`config.mk`:
```
export PLATFORM = sky130hd
export DESIGN_NAME = playseq_leitor_jogada
export DESIGN_NICKNAME = d
export VERILOG_FILES = /design/src/rtl/playseq_leitor_jogada_pkg.sv /design/src/rtl/playseq_sincronizador.sv /design/src/rtl/playseq_leitor_jogada.sv
export SDC_FILE = /design/constraint.sdc
export NUM_CORES = 1
export LEC_CHECK = 0
export BUFFER_PORTS_ARGS = -buffer_cell sky130_fd_sc_hd__buf_2
export CELL_PAD_IN_SITES_DETAIL_PLACEMENT = 1
export CELL_PAD_IN_SITES_GLOBAL_PLACEMENT = 2
export CORE_AREA = 2 2 67 82
export DETAILED_ROUTE_END_ITERATION = 8
export DIE_AREA = 0 0 69 84
export GPL_TIMING_DRIVEN = 0
export PLACE_DENSITY = 0.87
export REMOVE_ABC_BUFFERS = 1
export SYNTH_ARGS = -nofsm -noshare
export SYNTH_HDL_FRONTEND = slang
export SYNTH_SLANG_ARGS = --single-unit
```
`constraint.sdc`:
```
create_clock -name clock -period 6.1 [get_ports clock]
set_input_delay 0 -clock clock [delete_from_list [all_inputs] [get_ports clock]]
set_output_delay 0 -clock clock [all_outputs]
set_load 0.01 [all_outputs]
```
`src/rtl/playseq_leitor_jogada_pkg.sv`:
```
`default_nettype none
// ===========================================================================
// playseq_defs : shared state encodings and default sizes for the PlaySeq
//                player-input front end.                         rev 1.0
// ===========================================================================
package playseq_defs;

   localparam int N_BOTOES_PADRAO        = 4;
   localparam int DEBOUNCE_CICLOS_PADRAO = 50000;

   typedef enum logic [2:0] {
      OCIOSO        = 3'd0,
      FILTRA        = 3'd1,
      PULSO         = 3'd2,
      INVALIDA      = 3'd3,
      ESPERA_SOLTAR = 3'd4
   } estado_t;

endpackage
`default_nettype wire

```
`src/rtl/playseq_sincronizador.sv`:
```
`default_nettype none
// ===========================================================================
// playseq_sincronizador : parameterised-width two-flop synchroniser.  rev 1.0
// ===========================================================================
module playseq_sincronizador #(
   parameter int LARGURA = 4
) (
   input  logic               clock,
   input  logic               reset,
   input  logic [LARGURA-1:0] d,
   output logic [LARGURA-1:0] q
);

   logic [LARGURA-1:0] estagio1_q, estagio1_d;
   logic [LARGURA-1:0] estagio2_q, estagio2_d;

   always_comb begin
      estagio1_d = d;
      estagio2_d = estagio1_q;
   end

   always_ff @(posedge clock or negedge reset) begin
      if (!reset) begin
         estagio1_q <= '0;
         estagio2_q <= '0;
      end else begin
         estagio1_q <= estagio1_d;
         estagio2_q <= estagio2_d;
      end
   end

   assign q = estagio2_q;

endmodule
`default_nettype wire

```
`src/rtl/playseq_leitor_jogada.sv`:
```
`default_nettype none
// ===========================================================================
// playseq_leitor_jogada : debounces the buttons and emits one event per
//                         accepted one-hot press.                 rev 1.0
// ===========================================================================
module playseq_leitor_jogada
   import playseq_defs::*;
#(
   parameter int N_BOTOES        = N_BOTOES_PADRAO,
   parameter int DEBOUNCE_CICLOS = DEBOUNCE_CICLOS_PADRAO
) (
   input  logic                clock,
   input  logic                reset,
   input  logic                habilita,
   input  logic                limpa,
   input  logic [N_BOTOES-1:0] botoes,
   output logic                tem_jogada,
   output logic [N_BOTOES-1:0] jogada,
   output logic                jogada_invalida,
   output logic [2:0]          db_estado
);

   localparam int                CNT_W   = $clog2(DEBOUNCE_CICLOS);
   localparam logic [CNT_W-1:0] CNT_MAX = CNT_W'(DEBOUNCE_CICLOS - 1);
   localparam logic [CNT_W-1:0] CNT_UM  = CNT_W'(1);

   logic [N_BOTOES-1:0] b_s;
   estado_t             estado_q, estado_d;
   logic [CNT_W-1:0]    cnt_q, cnt_d;
   logic [N_BOTOES-1:0] amostra_q, amostra_d;
   logic [N_BOTOES-1:0] jogada_q, jogada_d;

   playseq_sincronizador #(.LARGURA(N_BOTOES)) u_sinc (
      .clock (clock),
      .reset (reset),
      .d     (botoes),
      .q     (b_s)
   );

   always_comb begin
      estado_d        = estado_q;
      cnt_d           = cnt_q;
      amostra_d       = amostra_q;
      jogada_d        = jogada_q;
      tem_jogada      = 1'b0;
      jogada_invalida = 1'b0;

      // Clear first so that a load on the same edge overrides it.
      if (limpa) jogada_d = '0;

      case (estado_q)
         OCIOSO: begin
            if (habilita && (b_s != '0)) begin
               estado_d  = FILTRA;
               amostra_d = b_s;
               cnt_d     = '0;
            end
         end
         FILTRA: begin
            if (!habilita || (b_s == '0)) begin
               estado_d = OCIOSO;
            end else if (b_s != amostra_q) begin
               amostra_d = b_s;
               cnt_d     = '0;
            end else if (cnt_q == CNT_MAX) begin
               if ($onehot(amostra_q)) begin
                  estado_d = PULSO;
                  jogada_d = amostra_q;
               end else begin
                  estado_d = INVALIDA;
               end
            end else begin
               cnt_d = cnt_q + CNT_UM;
            end
         end
         PULSO: begin
            tem_jogada = 1'b1;
            estado_d   = ESPERA_SOLTAR;
            cnt_d      = '0;
         end
         INVALIDA: begin
            jogada_invalida = 1'b1;
            estado_d        = ESPERA_SOLTAR;
            cnt_d           = '0;
         end
         ESPERA_SOLTAR: begin
            // A held button keeps restarting the release filter.
            if (b_s != '0)           cnt_d    = '0;
            else if (cnt_q == CNT_MAX) estado_d = OCIOSO;
            else                     cnt_d    = cnt_q + CNT_UM;
         end
         default: estado_d = OCIOSO;
      endcase
   end

   always_ff @(posedge clock or negedge reset) begin
      if (!reset) begin
         estado_q  <= OCIOSO;
         cnt_q     <= '0;
         amostra_q <= '0;
         jogada_q  <= '0;
      end else begin
         estado_q  <= estado_d;
         cnt_q     <= cnt_d;
         amostra_q <= amostra_d;
         jogada_q  <= jogada_d;
      end
   end

   assign jogada    = jogada_q;
   assign db_estado = estado_q;

endmodule
`default_nettype wire

```
==> flow_summary_export.csv <==
group,metric,value,unit
synth,synth_top_area_share,46.4,%
drt,vias_per_cell,5.53,
clock_tree,cts_tree,"yes",
synth,seq_area_frac_synth,46.4,%
critical_path,worstPathRequired,6320,ps
hold_path,hold_start,"habilita",
layout,antenna_cells,0,
floorplanning,ios,17,
floorplanning,die_w,69,µm
layout,drive_above_1_share,18.1,%
drt,vias,1531,
power_and_ir_drop,power_density,218,nW/µm²
synth,syn_area,1890,µm²
outcome,outcome,"completed",
clock_tree,cts_sinks,35,
clock_tree,cts_max_path_buffers,2,
synth,async_flop_share,100,%
clock_tree,cts-root-buf,"clkbuf_8",
floorplanning,start_util,37.1,%
grt,globalRouteOverflowTotal,0,
clock_tree,post-cts-setup-buffers,0,
drt,drc,0,
synth,synthCells,193,
timing,min_period_over_period,40.3,%
power_and_ir_drop,p_leak,0.883,nW
clock_tree,h-tree-depth,2,
synth,syn_avg_cell_area,9.78,µm²
hold_path,hold_class,"primary input to register",
layout,areaGrowthSynthToFinish,13.5,%
synth,synthTopCellsByCount,"35 x dfrtp_1, 24 x nand2_1, 15 x a21oi_1, 13 x a31oi_1, 11 x nor2_1",
power_and_ir_drop,max-vdd-ir-drop,0.000107,V
critical_path,arrival,2680,ps
placed_design,dp.cells,263,
drt,totalWireLength,4260,µm
critical_path,cp-end-kind,"register",
synth,post-synth-top-count-cell,"dfrtp_1",
layout,nets,226,
critical_path,start_kind,"register",
placed_design,gp_congestion,0.718,
drt,wire_per_inst,15.4,µm
hold_path,holdPathStages,5,
timing,fin_skew,8.14,ps
critical_path,cp-startpoint,"amostra_q[0]",
floorplanning,die_h,84,µm
grt,grt_pass1_wl,7310,µm
grt,grt_use_total,15.6,%
placed_design,portBuffers,16,
timing,slew_viol_final,0,
timing,maxSlewHeadroom,46.7,%
critical_path,cp_max_fo,8,
synth,yosys_most_used_dff,"dfrtp_1",
grt,grt_start_max_net_pins,36,
floorplanning,core-area,5080,µm²
power_and_ir_drop,design_power_total,0.468,mW
synth,synth-edff-count,0,
job,max_cap_violations,0,
synth,yosysWarnings,0,
timing,setup_tns,0,ps
layout,instances_no_fill,277,
drt,drt_iter0_markers,74,
clock_tree,cts_buffers,5,
critical_path,path_class,"register to register",
timing,hold_violations,0,
synth,ys_ff_latch,35,
floorplanning,row_count,29,
drt,ant_nets,0,
clock_tree,clkLatencyLatePin,290,ps
layout,final_util,42.2,%
timing,post-route-min-period,2460,ps
placed_design,dp_hpwl,2910,µm
timing,holdWs,137,ps
timing,setup_violations,0,
drt,dr.pass1.iters,4,
grt,antenna_found_initial,0,
synth,synth_area_leader_cell,"dfrtp_1",
critical_path,regToRegStartpoint,"amostra_q[0]",
timing,rsz0062_at_grt,"false",
critical_path,r2r_cells,9,
timing,clock.fmax,407,MHz
clock_tree,cts-resized-gates,0,
grt,grt_pass1_vias,1549,
clock_tree,cts.hold.buffers_added,6,
floorplanning,die_area,5800,µm²
synth,synth_area_leaders,"dfrtp_1 46%, nand2_1 4.8%, a31oi_1 4.3%, a21oi_1 4.0%, nand2b_1 2.3%",
clock_tree,clk_pin_slew,70,ps
timing,tightest_slew,800,ps
synth,ys_types,48,
[worst paths after layout]
| path | to | slack, ps |
|---|---|---|
| setup / recovery | jogada[2] | 3640 |
| setup reg to reg | jogada[2] | 3640 |
| hold reg to reg | u_sinc.q[3] | 350 |
| min in group asynchronous | u_sinc.estagio1_q[1] | 320 |
| hold / removal | cnt_q[10] | 140 |
| max in group asynchronous | cnt_q[12] | 5260 |
[power by group]
| part | total, mW | switching (mW) | internal [mW] |
|---|---|---|---|
| registers | 0.237 | 0.00226 | 0.235 |
| clock network | 0.214 | 0.0910 | 0.123 |
| logic | 0.0166 | 0.00970 | 0.00688 |
| total | 0.468 | 0.103 | 0.365 |
[cell type report]
cell class	count	area [µm²]
fill	617	2940
multi-input combinational	140	896
clock inverter	3	46.3
sequential	35	876
tap	62	77.6
inverter	10	37.5
clock buffer	5	68.8
timing repair buffer	22	140
[cell families (layout without fill, tap and decap cells)]
| logic type | count (synthesis) | in the layout | synth area share, % |
|---|---|---|---|
| adder cells (fa/ha/maj) | 4 | 4 | 3.05 |
| XOR/XNOR | 4 | 4 | 1.86 |
| buffers and inverters | 18 | 40 | 6.10 |
| AND/OR/NAND/NOR | 79 | 79 | 24.6 |
| multiplexers | 2 | 2 | 1.13 |
| AO/OA/AOI/OAI | 51 | 51 | 16.8 |
| flip-flops | 35 | 35 | 46.4 |
[placed cells by master, fill, tap and decap left out, drive strengths merged, types with 3 or more instances in the layout]
cell	n
or4	3
a21oi	15
nand2b	8
nand3	7
a31oi	13
dfrtp	35
inv	11
nand2	24
clkbuf	5
o21ai	14
xor2	4
nor2	11
nand4	4
ha	3
dlygate4sd3	6
nor4	5
buf	16
and3	3
[layer usage]
layer | wire length (µm) | vias to the layer above | global-route usage, %
met1 | 1910 | 765 | 19.0
li1 | - | 738 | -
met3 | 120 | 4 | 3.50
met5 | 0 | - | 0
met4 | 49 | 0 | 5.53
met2 | 2190 | 24 | 26.9
[worst max-delay path: stages (launching register included)]
cell and delay [ps]:
dfrtp_1 410, inv_1 100, fa_1 530, inv_1 40
ha_1 170, ha_1 270, nor3_1 210, and4_1 450
nand2_1 130, o21ai_2 70
[stage by stage]
step                      instance area, µm²  setup slack (ps)
after CTS                               2140              3610
after global placement                  1970              3710
after detailed placement                1970              3660
after floorplan                         1810              3900
final                                   2140              3640
after global routing                    2140              3420
[flip-flops by register name, indices dropped and copies added, names as in the netlist]
register,flops
u_sinc.q,4
jogada,4
cnt_q,16
u_sinc.estagio1_q,4
db_estado,3
amostra_q,4
Note: power is estimated with default switching activity, not from simulation.
